$ cat config.mk
export PLATFORM = sky130hd
export DESIGN_NAME = mult_arbiter_flat
export DESIGN_NICKNAME = d
export VERILOG_FILES = /design/src/rtl/mult_arbiter_pkg.sv /design/src/rtl/mult_arbiter_if.sv /design/src/rtl/mult_arbiter_booth_seq_core.sv /design/src/rtl/mult_arbiter.sv /design/src/flat_wrapper.sv
export SDC_FILE = /design/constraint.sdc
export NUM_CORES = 1
export LEC_CHECK = 0
export ABC_CLOCK_PERIOD_IN_PS = 6400
export BUFFER_PORTS_ARGS = -buffer_cell sky130_fd_sc_hd__buf_2
export CORE_MARGIN = 2
export CORE_UTILIZATION = 56
export CTS_CLUSTER_DIAMETER = 40
export CTS_CLUSTER_SIZE = 12
export DETAILED_ROUTE_END_ITERATION = 12
export GPL_TIMING_DRIVEN = 0
export PLACE_DENSITY = 0.9
export SYNTH_ARGS = -nofsm -noshare
export SYNTH_HDL_FRONTEND = slang
export SYNTH_SLANG_ARGS = --single-unit
$ cat constraint.sdc
create_clock -name clk -period 6.4 [get_ports clk]
set_input_delay 0.32 -clock clk [delete_from_list [all_inputs] [get_ports clk]]
set_output_delay 0.32 -clock clk [all_outputs]
set_load 0.1 [all_outputs]
$ cat src/rtl/mult_arbiter_pkg.sv
// Shared definitions for the two-requester sequential Booth multiplier.
//   DEFAULT_WIDTH : default operand width in bits (product is 2*WIDTH)
//   CNT_WIDTH     : step counter width for the default operand width
//   state_t       : controller states IDLE / RUN / DONE
//   cnt_width()   : step counter width for any operand width
package mult_arb_pkg;

    localparam int DEFAULT_WIDTH = 32;
    localparam int CNT_WIDTH     = $clog2(DEFAULT_WIDTH + 1);

    typedef enum logic [1:0] {
        IDLE = 2'd0,
        RUN  = 2'd1,
        DONE = 2'd2
    } state_t;

    // The counter has to hold the value WIDTH itself, hence the +1.
    function automatic int cnt_width(input int width);
        return $clog2(width + 1);
    endfunction

endpackage

$ cat src/rtl/mult_arbiter_if.sv
// Handshake bundle between two requesters, one consumer and mult_arbiter.
//   req0_* / req1_* : valid/ready handshake plus signed operands m and q
//   resp_*          : valid/ready handshake plus owner id, product, overflow
// master : the side that issues requests and consumes responses
// slave  : the multiplier
interface mult_arbiter_if
    import mult_arb_pkg::*;
#(
    parameter int WIDTH = DEFAULT_WIDTH
);

    logic                 req0_valid;
    logic                 req0_ready;
    logic [WIDTH-1:0]     req0_m;
    logic [WIDTH-1:0]     req0_q;
    logic                 req1_valid;
    logic                 req1_ready;
    logic [WIDTH-1:0]     req1_m;
    logic [WIDTH-1:0]     req1_q;
    logic                 resp_valid;
    logic                 resp_ready;
    logic                 resp_id;
    logic [2*WIDTH-1:0]   resp_product;
    logic                 resp_overflow;

    modport master (
        output req0_valid, req0_m, req0_q,
        output req1_valid, req1_m, req1_q,
        output resp_ready,
        input  req0_ready, req1_ready,
        input  resp_valid, resp_id, resp_product, resp_overflow
    );

    modport slave (
        input  req0_valid, req0_m, req0_q,
        input  req1_valid, req1_m, req1_q,
        input  resp_ready,
        output req0_ready, req1_ready,
        output resp_valid, resp_id, resp_product, resp_overflow
    );

endinterface

$ cat src/rtl/mult_arbiter_booth_seq_core.sv
// Sequential radix-2 Booth multiplier datapath, one step per clock.
//   clk, rst : clock, asynchronous active-high reset
//   load     : capture m and q, clear accumulator upper part and counter
//   step     : perform one Booth step (add/sub m, arithmetic shift right)
//   m, q     : signed multiplicand / multiplier
//   product  : signed 2*WIDTH-bit product, valid once done is high
//   done     : WIDTH steps have been performed since the last load
module booth_seq_core
    import mult_arb_pkg::*;
#(
    parameter int WIDTH = DEFAULT_WIDTH
) (
    input  logic                 clk,
    input  logic                 rst,
    input  logic                 load,
    input  logic                 step,
    input  logic [WIDTH-1:0]     m,
    input  logic [WIDTH-1:0]     q,
    output logic [2*WIDTH-1:0]   product,
    output logic                 done
);

    localparam int CW = cnt_width(WIDTH);

    // Accumulator = {upper_reg, lower_reg, q_prev_reg}. The upper part carries
    // one extra bit so that subtracting m = -2^(WIDTH-1) cannot wrap.
    logic [WIDTH:0]   upper_reg;
    logic [WIDTH-1:0] lower_reg;
    logic             q_prev_reg;
    logic [WIDTH-1:0] m_reg;
    logic [CW-1:0]    count_reg;

    logic [WIDTH:0]   m_ext;
    logic [WIDTH:0]   upper_sum;

    assign m_ext = {m_reg[WIDTH-1], m_reg};

    always_comb begin
        upper_sum = upper_reg;
        case ({lower_reg[0], q_prev_reg})
            2'b01:   upper_sum = upper_reg + m_ext;
            2'b10:   upper_sum = upper_reg - m_ext;
            default: upper_sum = upper_reg;
        endcase
    end

    always_ff @(posedge clk or posedge rst) begin
        if (rst) begin
            upper_reg  <= '0;
            lower_reg  <= '0;
            q_prev_reg <= 1'b0;
            m_reg      <= '0;
            count_reg  <= '0;
        end else if (load) begin
            upper_reg  <= '0;
            lower_reg  <= q;
            q_prev_reg <= 1'b0;
            m_reg      <= m;
            count_reg  <= '0;
        end else if (step) begin
            // Arithmetic shift of the whole accumulator by one position.
            upper_reg  <= {upper_sum[WIDTH], upper_sum[WIDTH:1]};
            lower_reg  <= {upper_sum[0], lower_reg[WIDTH-1:1]};
            q_prev_reg <= lower_reg[0];
            count_reg  <= count_reg + 1'b1;
        end
    end

    // The extra guard bit of the upper part is only a sign copy at the end.
    assign product = {upper_reg[WIDTH-1:0], lower_reg};
    assign done    = (count_reg == CW'(WIDTH));

endmodule

$ cat src/rtl/mult_arbiter.sv
// Two-requester round-robin front end sharing one sequential Booth multiplier.
//   clk, rst : clock, asynchronous active-high reset
//   bus      : mult_arbiter_if.slave -- req0/req1 operand handshakes and the
//              result handshake (resp_id, resp_product, resp_overflow)
// A request is accepted only in IDLE; the result appears WIDTH+1 clocks after
// the accepting edge and is held until the consumer takes it.
module mult_arbiter
    import mult_arb_pkg::*;
#(
    parameter int WIDTH = DEFAULT_WIDTH
) (
    input  logic            clk,
    input  logic            rst,
    mult_arbiter_if.slave   bus
);

    state_t               state_reg;
    logic                 last_grant_reg;
    logic                 owner_reg;
    logic                 resp_valid_reg;
    logic                 resp_id_reg;
    logic [2*WIDTH-1:0]   resp_product_reg;
    logic                 resp_overflow_reg;

    logic                 grant_any;
    logic                 grant_id;
    logic [WIDTH-1:0]     m_sel;
    logic [WIDTH-1:0]     q_sel;
    logic                 core_step;
    logic                 core_done;
    logic [2*WIDTH-1:0]   core_product;
    logic [WIDTH:0]       product_top;
    logic                 core_overflow;

    // Grant logic is the only valid->ready path. rst gates it so that both
    // ready outputs read 0 while reset is held.
    always_comb begin
        grant_any = 1'b0;
        grant_id  = 1'b0;
        if (state_reg == IDLE && !rst) begin
            if (bus.req0_valid && bus.req1_valid) begin
                grant_any = 1'b1;
                grant_id  = ~last_grant_reg;
            end else if (bus.req0_valid) begin
                grant_any = 1'b1;
                grant_id  = 1'b0;
            end else if (bus.req1_valid) begin
                grant_any = 1'b1;
                grant_id  = 1'b1;
            end
        end
    end

    assign bus.req0_ready = grant_any && !grant_id;
    assign bus.req1_ready = grant_any &&  grant_id;

    // A grant only happens for a valid requester, so grant == handshake.
    assign m_sel     = grant_id ? bus.req1_m : bus.req0_m;
    assign q_sel     = grant_id ? bus.req1_q : bus.req0_q;
    assign core_step = (state_reg == RUN) && !core_done;

    booth_seq_core #(
        .WIDTH (WIDTH)
    ) u_core (
        .clk     (clk),
        .rst     (rst),
        .load    (grant_any),
        .step    (core_step),
        .m       (m_sel),
        .q       (q_sel),
        .product (core_product),
        .done    (core_done)
    );

    // Fits in WIDTH signed bits iff the top WIDTH+1 bits are all copies of one bit.
    assign product_top   = core_product[2*WIDTH-1:WIDTH-1];
    assign core_overflow = !((&product_top) || !(|product_top));

    always_ff @(posedge clk or posedge rst) begin
        if (rst) begin
            state_reg         <= IDLE;
            last_grant_reg    <= 1'b1;   // requester 0 wins the first tie
            owner_reg         <= 1'b0;
            resp_valid_reg    <= 1'b0;
            resp_id_reg       <= 1'b0;
            resp_product_reg  <= '0;
            resp_overflow_reg <= 1'b0;
        end else begin
            case (state_reg)
                IDLE: begin
                    if (grant_any) begin
                        owner_reg      <= grant_id;
                        last_grant_reg <= grant_id;
                        state_reg      <= RUN;
                    end
                end
                RUN: begin
                    if (core_done) begin
                        resp_valid_reg    <= 1'b1;
                        resp_id_reg       <= owner_reg;
                        resp_product_reg  <= core_product;
                        resp_overflow_reg <= core_overflow;
                        state_reg         <= DONE;
                    end
                end
                DONE: begin
                    if (bus.resp_ready) begin
                        resp_valid_reg <= 1'b0;
                        state_reg      <= IDLE;
                    end
                end
                default: state_reg <= IDLE;
            endcase
        end
    end

    assign bus.resp_valid    = resp_valid_reg;
    assign bus.resp_id       = resp_id_reg;
    assign bus.resp_product  = resp_product_reg;
    assign bus.resp_overflow = resp_overflow_reg;

endmodule
$ cat src/flat_wrapper.sv
// flat-port wrapper written by rule: the top's interface ports become plain ports
module mult_arbiter_flat import mult_arb_pkg::*;
#(
    parameter int WIDTH = DEFAULT_WIDTH
)
  (clk, rst, bus_req0_valid, bus_req0_m, bus_req0_q, bus_req1_valid, bus_req1_m, bus_req1_q, bus_resp_ready, bus_req0_ready, bus_req1_ready, bus_resp_valid, bus_resp_id, bus_resp_product, bus_resp_overflow);
  mult_arbiter_if #(.WIDTH(WIDTH)) bus_i ();
  input  logic clk;
  input  logic rst;
  input wire logic [$bits(bus_i.req0_valid)-1:0] bus_req0_valid;
  input wire logic [$bits(bus_i.req0_m)-1:0] bus_req0_m;
  input wire logic [$bits(bus_i.req0_q)-1:0] bus_req0_q;
  input wire logic [$bits(bus_i.req1_valid)-1:0] bus_req1_valid;
  input wire logic [$bits(bus_i.req1_m)-1:0] bus_req1_m;
  input wire logic [$bits(bus_i.req1_q)-1:0] bus_req1_q;
  input wire logic [$bits(bus_i.resp_ready)-1:0] bus_resp_ready;
  output wire logic [$bits(bus_i.req0_ready)-1:0] bus_req0_ready;
  output wire logic [$bits(bus_i.req1_ready)-1:0] bus_req1_ready;
  output wire logic [$bits(bus_i.resp_valid)-1:0] bus_resp_valid;
  output wire logic [$bits(bus_i.resp_id)-1:0] bus_resp_id;
  output wire logic [$bits(bus_i.resp_product)-1:0] bus_resp_product;
  output wire logic [$bits(bus_i.resp_overflow)-1:0] bus_resp_overflow;
  assign bus_i.req0_valid = bus_req0_valid;
  assign bus_i.req0_m = bus_req0_m;
  assign bus_i.req0_q = bus_req0_q;
  assign bus_i.req1_valid = bus_req1_valid;
  assign bus_i.req1_m = bus_req1_m;
  assign bus_i.req1_q = bus_req1_q;
  assign bus_i.resp_ready = bus_resp_ready;
  assign bus_req0_ready = bus_i.req0_ready;
  assign bus_req1_ready = bus_i.req1_ready;
  assign bus_resp_valid = bus_i.resp_valid;
  assign bus_resp_id = bus_i.resp_id;
  assign bus_resp_product = bus_i.resp_product;
  assign bus_resp_overflow = bus_i.resp_overflow;
  mult_arbiter #(.WIDTH(WIDTH)) u_core (.clk(clk), .rst(rst), .bus(bus_i));
endmodule
==> key figures <==
Critical path
  • R2R setup slack: 1830 ps
  • Crit path cell chain: inv_1 > ha_1 > nor3b_1 > and3b_1 > nand2_1 > nor3b_2 > a31oi_1 > xnor2_1 > ha_1 > and2_1 > nand2_1 > nor4_1 > nand3_1 > a31oi_1 > a21o_1 > nor3_2 > o41a_1 > o221ai_1
  • CP bufs+invs: 1
  • Setup CP Type: register to register
  • Reg2reg path depth: 18
  • Reg-to-Reg End: u_core.u_core.upper_reg[29]
  • Maximum fanout along the worst path: 6
  • Crit path launch type: register
  • Largest stage delay, worst path: 420 ps
  • R2R Path Start: u_core.u_core.m_reg[0]
  • Kind of cell adding the most delay to the critical path: simple AND/OR/NAND/NOR gates
  • Crit end category: register
  • Slowest CP cell: dfrtp_1
  • Worst path arrival time: between 4000 and 5000 ps
  • CP Data Required Time: approximately 6700 ps

Final layout
  • Layout cells sized above 1: 0.250
  • Final instance area: between 10000 and 15000 um2
  • Commonest cells after routing, fill and taps aside: buf_2, dfrtp_1, nor2_1, nand2_1, a21oi_1
  • Final Non-Filler Cells: about 1500
  • Largest register FFs: 64
  • Commonest non-fill, non-tap cell in the layout: buf_2
  • Nets: approximately 1400
  • Ant. Diodes: 0
  • Layout area overhead: 19.1%

GRT
  • Vias in the first global route: ~8700
  • Total GRT Usage: 0.311
  • Initial antenna violation count: 0
  • First-pass GRT wire length: about 45 mm
  • Pin count of the biggest net entering global routing: ~110
  • Gr ovfl total: 0

Clock network
  • Skew-Pair Late Insertion Delay: around 440 ps
  • Reg clk slew, reported paths: 70 ps
  • Root Driver: clkbuf_16
  • Number of setup buffers added after CTS: 0
  • Cts bufs inserted: 17
  • Number of clock sinks: ~170
  • Max clock buf depth: 2
  • H-tree levels: 4
  • CTS resizes: 0
  • Clock tree from TritonCTS: done

Detailed routing
  • DRC: 0
  • Wirelength per Cell: between 15 and 20 um
  • Antenna-violating nets left: 0
  • Vias: around 8900
  • Via density: 6.00
  • Drt pass-1 iters: 6
  • Iter 0 DRT Violations: around 990
  • Detailed Route WL: ~28 mm

Floorplanning
  • Initial core utilization: 0.568
  • Row cnt: 48
  • Die W: about 140 um
  • Die Y-Extent: 136 um
  • Die ar.: 18500 um2
  • Ports: about 200
  • Core ar.: between 15000 and 20000 um2

Run status
  • Status: finished, final reports clean

Logic synthesis
  • Library cells used by synthesis: just over 60
  • Synth Register Bits: around 170
  • Ys flop type: dfrtp_1
  • Mapped Nets: ~1200
  • Average cell area after synthesis: between 9 and 10 um2
  • Number of enable flip-flop cells after synthesis: 0
  • Post-synthesis async set-or-reset flop share: 1.00
  • Sequential area share after synthesis: 0.447
  • Mapped Cells: between 1000 and 1500
  • Yosys warnings: 0
  • Post-Syn Area: around 10000 um2

Timing
  • Min Clock Period, post-route: ~4600 ps
  • Fmax achieved: approximately 220 MHz
  • Clock Skew: approximately 7.9 ps
  • RSZ-0062 raised after global routing: false
  • Slew HR: 0.468
  • Final Cycle Share: 0.714
  • Post-Route Setup TNS: 0 ps
  • Worst Max-Slew Pin Slew: ~800 ps
  • Final setup viols: 0
  • Fin. max-slew vios: 0
  • Final hold violation count: 0
  • WHS: 77.9 ps

Placed design
  • DP Wirelength: 21.3 mm
  • RePlAce Congestion: ~0.92
  • DP Area: 11100 um2
  • Input/output buffers: between 200 and 250
  • Dpl cells: ~1500

Worst hold path
  • Worst Hold End: u_core.u_core.m_reg[9]
  • Worst hold stages: 3
  • Hold_sp: bus_req0_m[9]
  • Hold Path Class: primary input to register

Job
  • Max_cap viols: 0
==> stage by stage <==
| stage | setup slack [ps] | util |
|---|---|---|
| floorplan | 1360 | - |
| global placement | -326 | 0.643 |
| detailed placement | 1870 | 0.645 |
| CTS | 1860 | 0.676 |
| global route | 1400 | 0.676 |
| finish | 1830 | 0.676 |
==> cells by family after synthesis <==
kind of cell             share of synthesized area
multiplexers                                0.0824
XOR/XNOR                                    0.0584
AO/OA/AOI/OAI                                0.180
AND/OR/NAND/NOR                              0.155
flip-flops                                   0.447
buffers and inverters                       0.0295
adder cells (fa/ha/maj)                     0.0482
==> layer usage <==
metal	routed length [um]	GRT usage	vias up
met5	0	0	-
met4	688	0.102	0
met3	2430	0.0694	59
met2	13300	0.511	403
met1	11700	0.412	4305
li1	-	-	4168
==> synth_stat cells (2+ instances only) <==
cell	number	area, um2
a211oi_1	3	22.5
a21o_1	15	113
a21oi_1	85	425
a22oi_1	63	473
a31oi_1	18	113
a32oi_1	2	17.5
a41oi_1	2	17.5
and2_1	3	18.8
and3_1	2	12.5
buf_1	12	45.0
buf_2	2	10.0
clkbuf_1	46	173
dfrtp_1	173	4330
ha_1	36	450
inv_1	15	56.3
mux2_2	66	743
mux2i_1	6	60.1
nand2_1	101	379
nand2b_1	5	31.3
nand3_1	46	230
nand4_1	12	75.1
nor2_1	104	390
nor2b_1	6	37.5
nor3_1	14	70.1
nor3_2	2	20.0
nor3b_1	3	22.5
nor4_1	14	87.6
o211ai_1	11	82.6
o21a_1	3	22.5
o21ai_0	53	265
o21ai_1	8	40.0
o21bai_1	3	22.5
o31ai_1	3	22.5
or2_2	2	12.5
or3_1	2	12.5
xnor2_1	46	403
xor2_1	19	166
==> worst max-delay path by stage <==
stage	start	endpoint	slack, ps	cells after the start
floorplan	rst	u_core.bus.resp_id	1360	1
global placement	rst	u_core.u_core.m_reg[10]	-330	2
detailed placement	u_core.u_core.m_reg[3]	u_core.u_core.upper_reg[29]	1870	17
CTS	u_core.u_core.m_reg[3]	u_core.u_core.upper_reg[29]	1860	17
global route	u_core.u_core.m_reg[0]	u_core.u_core.upper_reg[29]	1400	18
finish	u_core.u_core.m_reg[0]	u_core.u_core.upper_reg[29]	1830	18
==> worst reg2reg max path: cells and delay by family (launching register included) <==
kind	cells	cell delay, ps
XOR/XNOR	1	170
adder cells (fa/ha/maj)	2	520
AO/OA/AOI/OAI	5	1330
AND/OR/NAND/NOR	9	1960
flip-flops	1	420
buffers and inverters	1	80
==> repair_timing <==
item                                    in CTS  in global routing
endpoints found under the setup margin       0                  0
endpoints found under the hold margin       67                  0
hold buffers                                 1                  0
==> area by class of cell <==
type,instances,area (um2)
Fill cell,1358,5560
Buffer,60,228
Clock inverter,12,86.3
Multi-Input combinational cell,781,5110
Inverter,16,67.6
Tap cell,225,282
Clock buffer,19,443
Sequential cell,174,4360
Timing Repair Buffer,203,1040
Power is not shown: default switching activity piles up to over one toggle a cycle in this logic, so the estimate is an artifact.
